File: config.mk
export PLATFORM = sky130hd
export DESIGN_NAME = gpio_ctrl_flat
export DESIGN_NICKNAME = d
export VERILOG_FILES = /design/src/rtl/gpio_ctrl_if.sv /design/src/rtl/gpio_ctrl.sv /design/src/flat_wrapper.sv
export SDC_FILE = /design/constraint.sdc
export NUM_CORES = 1
export LEC_CHECK = 0
export ABC_AREA = 1
export CAP_MARGIN = 20
export CORE_AREA = 2 2 120 122
export DETAILED_ROUTE_END_ITERATION = 10
export DIE_AREA = 0 0 122 124
export GPL_ROUTABILITY_DRIVEN = 0
export PLACE_DENSITY = 0.85
export SLEW_MARGIN = 40
export SYNTH_ARGS = -nofsm -noshare
export SYNTH_HDL_FRONTEND = slang
export SYNTH_SLANG_ARGS = --single-unit
File: constraint.sdc
create_clock -name clk -period 12.35 [get_ports clk]
set_input_delay 2.47 -clock clk [delete_from_list [all_inputs] [get_ports clk]]
set_output_delay 2.47 -clock clk [all_outputs]
set_load 0.005 [all_outputs]
File: src/rtl/gpio_ctrl_if.sv
// Peripheral local bus bundle for gpio_ctrl: one write channel and one read
// channel, each acknowledged by a single-cycle pulse.
`timescale 1ns/1ps

interface gpio_ctrl_if;
  logic [31:0] add_w;
  logic [31:0] data_w;
  logic        wen;
  logic [3:0]  wmask;
  logic        wready;
  logic [31:0] add_r;
  logic        ren;
  logic [31:0] data_r;
  logic        rvalid;

  modport master (
    output add_w, data_w, wen, wmask, add_r, ren,
    input  wready, data_r, rvalid
  );

  modport slave (
    input  add_w, data_w, wen, wmask, add_r, ren,
    output wready, data_r, rvalid
  );
endinterface

File: src/rtl/gpio_ctrl.sv
// Parametrised GPIO controller: direction/output registers with atomic
// set/clear/toggle, synchronised inputs and latched edge interrupts.
`timescale 1ns/1ps

module gpio_ctrl #(
  parameter int NUM_GPIO    = 16,
  parameter int SYNC_STAGES = 2
) (
  input  logic                clk,
  input  logic                rst,
  gpio_ctrl_if.slave          bus,
  input  logic [NUM_GPIO-1:0] gpio_in,
  output logic [NUM_GPIO-1:0] gpio_out,
  output logic [NUM_GPIO-1:0] gpio_oe,
  output logic                irq
);

  typedef logic [NUM_GPIO-1:0] pins_t;

  localparam logic [5:0] REG_OUT    = 6'h00;
  localparam logic [5:0] REG_DIR    = 6'h01;
  localparam logic [5:0] REG_IN     = 6'h02;
  localparam logic [5:0] REG_SET    = 6'h03;
  localparam logic [5:0] REG_CLR    = 6'h04;
  localparam logic [5:0] REG_TGL    = 6'h05;
  localparam logic [5:0] REG_RISE   = 6'h06;
  localparam logic [5:0] REG_FALL   = 6'h07;
  localparam logic [5:0] REG_STATUS = 6'h08;

  localparam logic [2:0] WARM_DONE = 3'(SYNC_STAGES + 1);

  pins_t       out_q, dir_q, rise_en_q, fall_en_q, status_q, prev_q;
  pins_t       sync_q [SYNC_STAGES];
  logic [2:0]  warm_cnt;
  logic        wready_q, rvalid_q;
  logic [31:0] data_r_q;

  logic [31:0] byte_mask, wdata_masked, rdata;
  pins_t       wmask_pins, wd, in_sync, events, w1c, out_d, status_d;
  logic [5:0]  waddr, raddr;
  logic        warm_done;
  logic        unused_bits;

  assign in_sync   = sync_q[SYNC_STAGES-1];
  assign waddr     = bus.add_w[7:2];
  assign raddr     = bus.add_r[7:2];
  assign warm_done = (warm_cnt == WARM_DONE);

  // Byte enables gate the write data for every register kind, including W1C.
  always_comb begin
    byte_mask    = {{8{bus.wmask[3]}}, {8{bus.wmask[2]}},
                    {8{bus.wmask[1]}}, {8{bus.wmask[0]}}};
    wdata_masked = bus.data_w & byte_mask;
    wmask_pins   = byte_mask[NUM_GPIO-1:0];
    wd           = wdata_masked[NUM_GPIO-1:0];

    events = '0;
    if (warm_done)
      events = (in_sync & ~prev_q & rise_en_q) | (~in_sync & prev_q & fall_en_q);

    w1c = '0;
    if (bus.wen && waddr == REG_STATUS)
      w1c = wd;
    status_d = (status_q & ~w1c) | events;

    out_d = out_q;
    if (bus.wen) begin
      case (waddr)
        REG_OUT: out_d = (out_q & ~wmask_pins) | wd;
        REG_SET: out_d = out_q | wd;
        REG_CLR: out_d = out_q & ~wd;
        REG_TGL: out_d = out_q ^ wd;
        default: out_d = out_q;
      endcase
    end

    case (raddr)
      REG_OUT:    rdata = 32'(out_q);
      REG_DIR:    rdata = 32'(dir_q);
      REG_IN:     rdata = 32'(in_sync);
      REG_RISE:   rdata = 32'(rise_en_q);
      REG_FALL:   rdata = 32'(fall_en_q);
      REG_STATUS: rdata = 32'(status_q);
      default:    rdata = '0;
    endcase
  end

  assign unused_bits = ^{bus.add_w[31:8], bus.add_w[1:0], bus.add_r[31:8],
                         bus.add_r[1:0], byte_mask, wdata_masked};

  always_ff @(posedge clk or posedge rst) begin
    if (rst) begin
      for (int i = 0; i < SYNC_STAGES; i++)
        sync_q[i] <= '0;
    end else begin
      sync_q[0] <= gpio_in;
      for (int i = 1; i < SYNC_STAGES; i++)
        sync_q[i] <= sync_q[i-1];
    end
  end

  // Reads sample the pre-write register contents, so a same-cycle write is not visible.
  always_ff @(posedge clk or posedge rst) begin
    if (rst) begin
      out_q     <= '0;
      dir_q     <= '0;
      rise_en_q <= '0;
      fall_en_q <= '0;
      status_q  <= '0;
      prev_q    <= '0;
      warm_cnt  <= '0;
      irq       <= 1'b0;
      wready_q  <= 1'b0;
      rvalid_q  <= 1'b0;
      data_r_q  <= '0;
    end else begin
      wready_q <= bus.wen;
      rvalid_q <= bus.ren;
      if (bus.ren)
        data_r_q <= rdata;
      out_q <= out_d;
      if (bus.wen && waddr == REG_DIR)
        dir_q <= (dir_q & ~wmask_pins) | wd;
      if (bus.wen && waddr == REG_RISE)
        rise_en_q <= (rise_en_q & ~wmask_pins) | wd;
      if (bus.wen && waddr == REG_FALL)
        fall_en_q <= (fall_en_q & ~wmask_pins) | wd;
      status_q <= status_d;
      irq      <= |status_q;
      prev_q   <= in_sync;
      if (!warm_done)
        warm_cnt <= warm_cnt + 3'd1;
    end
  end

  assign gpio_out   = out_q;
  assign gpio_oe    = dir_q;
  assign bus.wready = wready_q;
  assign bus.rvalid = rvalid_q;
  assign bus.data_r = data_r_q;

endmodule

File: src/flat_wrapper.sv
// flat-port wrapper written by rule: the top's interface ports become plain ports
module gpio_ctrl_flat 
#(
  parameter int NUM_GPIO    = 16,
  parameter int SYNC_STAGES = 2
)
  (clk, rst, gpio_in, gpio_out, gpio_oe, irq, bus_add_w, bus_data_w, bus_wen, bus_wmask, bus_add_r, bus_ren, bus_wready, bus_data_r, bus_rvalid);
  gpio_ctrl_if bus_i ();
  input  logic clk;
  input  logic rst;
  input  logic [NUM_GPIO-1:0] gpio_in;
  output logic [NUM_GPIO-1:0] gpio_out;
  output logic [NUM_GPIO-1:0] gpio_oe;
  output logic irq;
  input wire logic [$bits(bus_i.add_w)-1:0] bus_add_w;
  input wire logic [$bits(bus_i.data_w)-1:0] bus_data_w;
  input wire logic [$bits(bus_i.wen)-1:0] bus_wen;
  input wire logic [$bits(bus_i.wmask)-1:0] bus_wmask;
  input wire logic [$bits(bus_i.add_r)-1:0] bus_add_r;
  input wire logic [$bits(bus_i.ren)-1:0] bus_ren;
  output wire logic [$bits(bus_i.wready)-1:0] bus_wready;
  output wire logic [$bits(bus_i.data_r)-1:0] bus_data_r;
  output wire logic [$bits(bus_i.rvalid)-1:0] bus_rvalid;
  assign bus_i.add_w = bus_add_w;
  assign bus_i.data_w = bus_data_w;
  assign bus_i.wen = bus_wen;
  assign bus_i.wmask = bus_wmask;
  assign bus_i.add_r = bus_add_r;
  assign bus_i.ren = bus_ren;
  assign bus_wready = bus_i.wready;
  assign bus_data_r = bus_i.data_r;
  assign bus_rvalid = bus_i.rvalid;
  gpio_ctrl #(.NUM_GPIO(NUM_GPIO), .SYNC_STAGES(SYNC_STAGES)) u_core (.clk(clk), .rst(rst), .bus(bus_i), .gpio_in(gpio_in), .gpio_out(gpio_out), .gpio_oe(gpio_oe), .irq(irq));
endmodule
==> metrics.md, run 1 <==
| Metric | Value |
|---|---|
| Initial Util | 52.7% |
| Routed WL | 20.4 mm |
| Crit Path Max Fanout | 52 |
| Largest net degree at the start of global routing | 95 |
| Fmax | 0.220 GHz |
| Num CTS Buffers | 17 |
| Setup CP Type | input pin to flop |
| Leakage power | 4.24 nW |
| Die ar. | 15100 um2 |
| Outcome | complete, no violations |
| Worst hold stages | 0 |
| Core Area | 13700 um2 |
| Worst Hold Path EP | u_core.in_sync[0] |
| Drt wl/cell | 17.6 um |
| Io pins | 187 |
| Worst Path Arrival | 4890 ps |
| Worst R2R End | u_core.warm_cnt[1] |
| Reg clk slew, reported paths | 60 ps |
| Synth Area per Inst | 8.24 um2 |
| RSZ-0062 raised after global routing | no |
| Pre-CTS setup slack | 7490 ps |
| Die width | 122 um |
| Worst hold path type | flop to flop |
| Relative slew margins | 42.1% |
| Root Buffer | clkbuf_16 |
| Peak VDD IR | 0.000105 V |
| First-pass GRT wire length | 32.4 mm |
| Final period util | 36.8% |
| Setup crit start kind | input pin |
| Final hold slack | 346 ps |
| Cts hold-fix bufs | 0 |
| Die Ht | 124 um |
| Post-Synthesis Cells | 878 |
| Row Count | 43 |
| Total track usage | 28.3% |
| Register bit total from synthesis | 150 |
| Period minus WS final | 4550 ps |
| Seq/Total Area, Yosys | 51.9% |
| Drt first pass iters | 8 |
| Worst Reg2Reg Path Length in Cells | 3 |
| Critical path origin | bus_add_r[7] |
| R2R Setup Slk | 10800 ps |
| Slew Viols, Final | 0 |
| Synth cell types | 30 |
| Antenna-violating nets left | 0 |
| # setup viols final | 0 |
| PortBufs | 100 |
| PwrDens | 146 nW/um2 |
| Setup_tns | 0 ps |
| RR Startpoint | u_core.warm_cnt[0] |
| Commonest non-fill, non-tap cell in the layout | nand2_1 |
| Final Hold Vio Count | 0 |
| Via count | 6637 |
| H-tree levels | 4 |
| Post-CTS Resized | 0 |
| Residual DRC | 0 |
| GRT overflow | 0 |
| Most frequent cells in the layout | nand2_1, dfrtp_1, o21ai_0 |
| Yosys Warn Count | 0 |
| Synthesized cell area | 7230 um2 |
| Critical Path RT | 12690 ps |
| Initial antenna violation count | 0 |
| Worst skew pair latency | 430 ps |
| Setup bufs post-CTS | 0 |
| Antenna fix cells | 0 |
| Initial DRC Count | 836 |
| Area Overhead vs Synth | 23.1% |
| Worst-margin pin slew | 867 ps |
| DP Wirelength | 13.3 mm |
| Layout cell share with drive strength beyond 1 | 5.83% |
| Layout Nets | 1104 |
| TritonCTS clock tree | yes |
| Max Cap Viol | 0 |
| Vias per inst | 5.73 |
| Setup ws final | 7800 ps |
| Clk_skew | 7.25 ps |
| Vias in the first global route | 6050 |
| Bufs on Longest Clock Path | 2 |
| Critical path endpoint category | flop |
| HP Start | u_core.sync_q[16] |
| CTS sink cnt | 150 |
-- routing by layer --
metal	global-route usage, %	part of all wire (%)	routed length (um)
met5	0	0	0
met4	10.6	2.2	447
met3	8.24	11	2300
met2	42.1	46	9270
met1	39.4	41	8360
-- synth_stat cells --
| library cell | number | area [um2] |
|---|---|---|
| nand2_1 | 227 | 852 |
| nand3b_1 | 8 | 60.1 |
| mux2_2 | 1 | 11.3 |
| clkinv_1 | 1 | 3.75 |
| inv_1 | 70 | 263 |
| buf_1 | 3 | 11.3 |
| clkbuf_1 | 14 | 52.6 |
| dfrtp_1 | 150 | 3750 |
| nand2_2 | 1 | 6.26 |
| nor2_4 | 2 | 22.5 |
| inv_2 | 1 | 3.75 |
| a21oi_1 | 48 | 240 |
| nor3_1 | 9 | 45.0 |
| o21ai_0 | 101 | 505 |
| ha_1 | 18 | 225 |
| buf_4 | 19 | 143 |
| nor4_1 | 4 | 25.0 |
| buf_2 | 14 | 70.1 |
| conb_1 | 1 | 3.75 |
| nor2_1 | 72 | 270 |
| o21ai_1 | 19 | 95.1 |
| nand4_1 | 26 | 163 |
| xnor2_1 | 1 | 8.76 |
| o21ai_4 | 1 | 16.3 |
| nor2_2 | 6 | 37.5 |
| nand3_2 | 4 | 40.0 |
| clkinv_4 | 1 | 8.76 |
| nand3_1 | 53 | 265 |
| nor3_2 | 1 | 10.0 |
| nand2_4 | 2 | 22.5 |
-- where the power goes --
part / internal (W) / switching [W] / leakage (nW)
sequential: 0.000531 / 0.0000535 / 1.81
clock: 0.000342 / 0.000197 / 0.301
combinational: 0.0000873 / 0.0000883 / 2.13
-- area by class of cell --
type	count	area [um2]
Timing Repair Buffer	104	1030
Multi-Input combinational cell	620	2990
Sequential cell	150	3750
Fill cell	1064	4810
Inverter	73	287
Clock inverter	8	120
Tap cell	180	225
Clock buffer	23	498
-- per-stage QoR --
step           cell area, um2  total power [W]  std cells  utilization [%]
5_1_grt                  8910          0.00135       1158             64.9
2_1_floorplan            7290         0.000660        893                -
3_5_place_dp             8290         0.000761       1127             60.4
3_3_place_gp             8280         0.000754       1127             60.4
4_1_cts                  8900          0.00130       1158             64.9
6_report                 8910          0.00130       1158             64.9
-- worst max-delay path: stages --
cell	delay (ps)
clkdlybuf4s50_1	440
nor2_4	100
buf_4	480
nand2_1	200
nor2_2	700
nand2_1	100
nand2_1	110
nor2_1	60
a21oi_1	210
-- worst max path at each step --
stage,cells after the start,slack (ps),endpoint
after floorplan,1,5840,asynchronous set/reset pin
after global placement,9,7520,u_core.gpio_out[3]
after detailed placement,9,7490,u_core.bus.data_r[14]
after CTS,9,7900,u_core.bus.data_r[14]
after global routing,9,7640,u_core.bus.data_r[14]
final,9,7800,u_core.bus.data_r[14]
-- logic make-up (layout without fill, tap and decap cells) --
group                    count (synthesis)  after routing  synth area share (%)
AO/OA/AOI/OAI                          169            169                  11.8
flip-flops                             150            150                  51.9
buffers and inverters                  123            208                  7.68
adder cells (fa/ha/maj)                 18             18                  3.11
multiplexers                             1              1                 0.156
XOR/XNOR                                 1              1                 0.121
other                                    1             16                0.0518
AND/OR/NAND/NOR                        415            415                  25.1
Power figures use the tool's default switching activity.
==> run 2: changes to the inputs <==
--- a/config.mk
+++ b/config.mk
@@ -7,11 +7,11 @@
 export LEC_CHECK = 0
 export ABC_AREA = 1
 export CAP_MARGIN = 20
-export CORE_AREA = 2 2 120 122
+export CORE_AREA = 2 2 130 132
 export DETAILED_ROUTE_END_ITERATION = 10
-export DIE_AREA = 0 0 122 124
+export DIE_AREA = 0 0 132 134
 export GPL_ROUTABILITY_DRIVEN = 0
-export PLACE_DENSITY = 0.85
+export PLACE_DENSITY = 0.77
 export SLEW_MARGIN = 40
 export SYNTH_ARGS = -nofsm -noshare
 export SYNTH_HDL_FRONTEND = slang
==> constraint.sdc (replaced) <==
create_clock -name clk -period 4.1 [get_ports clk]
set_input_delay 0.82 -clock clk [delete_from_list [all_inputs] [get_ports clk]]
set_output_delay 0.82 -clock clk [all_outputs]
set_load 0.005 [all_outputs]
==> run 2 against run 1 <==
Effect of this change: power grew to 3.0 times the previous value; non-clock buffer count is 4 higher; first-iteration DRC count is 17% lower; highest routed layer unchanged; final area is 0.94% higher; critical path type unchanged; worst hold slack hardly changed; global-route usage is 6.1 points lower; register-to-register slack worse by 8200 ps; worst setup slack worse by 6500 ps; cell count is 3.9% higher; clock-buffer cell count is 3 lower; combinational power grew to 3.0 times the previous value.
==> metrics.md, run 2 (synthesis gave the netlist of run 1 again) <==
| Metric | Value |
|---|---|
| Outcome | complete, no violations |
| Initial Util | 44.4% |
| Fin util | 55.2% |
| Residual DRC | 0 |
| H-tree levels | 4 |
| Peak VDD IR | 0.000252 V |
| Drt wl/cell | 16.1 um |
| DP Wirelength | 13.5 mm |
| Vias per inst | 5.33 |
| Max Cap Viol | 0 |
| Layout cell share with drive strength beyond 1 | 6.31% |
| Layout Nets | 1108 |
| Bufs on Longest Clock Path | 2 |
| TritonCTS clock tree | yes |
| Total Power | 0.00387 W |
| Routed WL | 19.3 mm |
| Relative slew margins | 48.8% |
| Io pins | 187 |
| PwrDens | 430 nW/um2 |
| Setup_tns | 0 ps |
| Die width | 132 um |
| Worst skew pair latency | 430 ps |
| Cts hold-fix bufs | 0 |
| Post-CTS Resized | 0 |
| Setup bufs post-CTS | 0 |
| GRT overflow | 0 |
| Most frequent cells in the layout | nand2_1, dfrtp_1, o21ai_0 |
| Fill cell count | 1451 |
| Worst-margin pin slew | 765 ps |
| Clk_skew | 7.32 ps |
| Worst Path Arrival | 3100 ps |
| Area Overhead vs Synth | 24.3% |
| Commonest non-fill, non-tap cell in the layout | nand2_1 |
| Antenna-violating nets left | 0 |
| Crit Path Max Fanout | 16 |
| Setup crit start kind | input pin |
| First-pass GRT wire length | 31.2 mm |
| Fmax | 0.356 GHz |
| Worst hold path type | flop to flop |
| Antenna fix cells | 0 |
| PortBufs | 100 |
| RSZ-0062 raised after global routing | no |
| Num CTS Buffers | 17 |
| Via count | 6408 |
| Total track usage | 22.2% |
| Critical Path RT | 4390 ps |
| Largest net degree at the start of global routing | 97 |
| Leakage power | 4.26 nW |
| Vias in the first global route | 5843 |
| Slew Viols, Final | 0 |
| Drt first pass iters | 6 |
| Die ar. | 17700 um2 |
| Die Ht | 134 um |
| Setup CP Type | input pin to flop |
| Root Buffer | clkbuf_16 |
| Initial DRC Count | 693 |
| Reg clk slew, reported paths | 60 ps |
| Row Count | 47 |
| Initial antenna violation count | 0 |
| Critical path endpoint category | flop |
| # setup viols final | 0 |
| Final Hold Vio Count | 0 |
| Period minus WS final | 2810 ps |
| Core Area | 16300 um2 |
| CTS sink cnt | 150 |
| Final period util | 68.6% |
==> run 2: cell count changes in the layout (fill, tap and decap cells not counted), sizes merged <==
cell      delta
buf          +4
clkbuf       -3
clkinv       +3
clkinvlp     +1
==> run 2: report_power, final <==
part           total, W  internal (W)  switching (W)
Sequential      0.00173       0.00160       0.000135
Clock           0.00161      0.000988       0.000621
Combinational  0.000524      0.000266       0.000259
Total           0.00387       0.00285        0.00101
==> run 2: critical path, stage by stage <==
cell and delay [ps]:
clkdlybuf4s50_1 440, nor2_2 550, nand3_1 680, o21ai_0 470, o21ai_0 140
==> run 2: layout make-up <==
cell class / count / area [um2] / area share (%)
Sequential cell: 150 / 3750 / 41.8
Clock buffer: 20 / 457 / 5.08
Multi-Input combinational cell: 620 / 3000 / 33.3
Timing Repair Buffer: 108 / 1070 / 11.9
Inverter: 73 / 283 / 3.15
Tap cell: 220 / 275 / 3.06
Clock inverter: 12 / 151 / 1.68
==> run 2: through the flow <==
| step | cell area, um2 | cells | worst slack (ps) | hold slack (ps) |
|---|---|---|---|---|
| after floorplan | 7290 | 893 | 1390 | 331 |
| after global placement | 8370 | 1171 | 907 | 332 |
| after detailed placement | 8370 | 1171 | 922 | 335 |
| after CTS | 8980 | 1203 | 1360 | 349 |
| after global routing | 8990 | 1203 | 1100 | 352 |
| final | 8990 | 1203 | 1290 | 346 |
==> run 2: layer usage <==
metal / track usage (%) / up-vias / routed length, um
li1: - / 3050 / -
met1: 31.4 / 3030 / 8460
met2: 34.3 / 298 / 9040
met3: 4.20 / 30 / 1380
met4: 8.27 / 0 / 446
met5: 0 / - / 0
==> run 2: worst paths after layout <==
kind                                     from                    endpoint  slack [ps]  cells after the start
max                              bus_add_w[7]         u_core.status_q[12]        1290                      5
min                         u_core.sync_q[20]           u_core.in_sync[4]         350                      0
max reg2reg                u_core.warm_cnt[0]          u_core.warm_cnt[1]        2610                      3
min reg2reg                 u_core.sync_q[20]           u_core.in_sync[4]         350                      0
max in group asynchronous                 rst  asynchronous set/reset pin        2430                      3
min in group asynchronous                 rst           u_core.sync_q[16]         820                      2
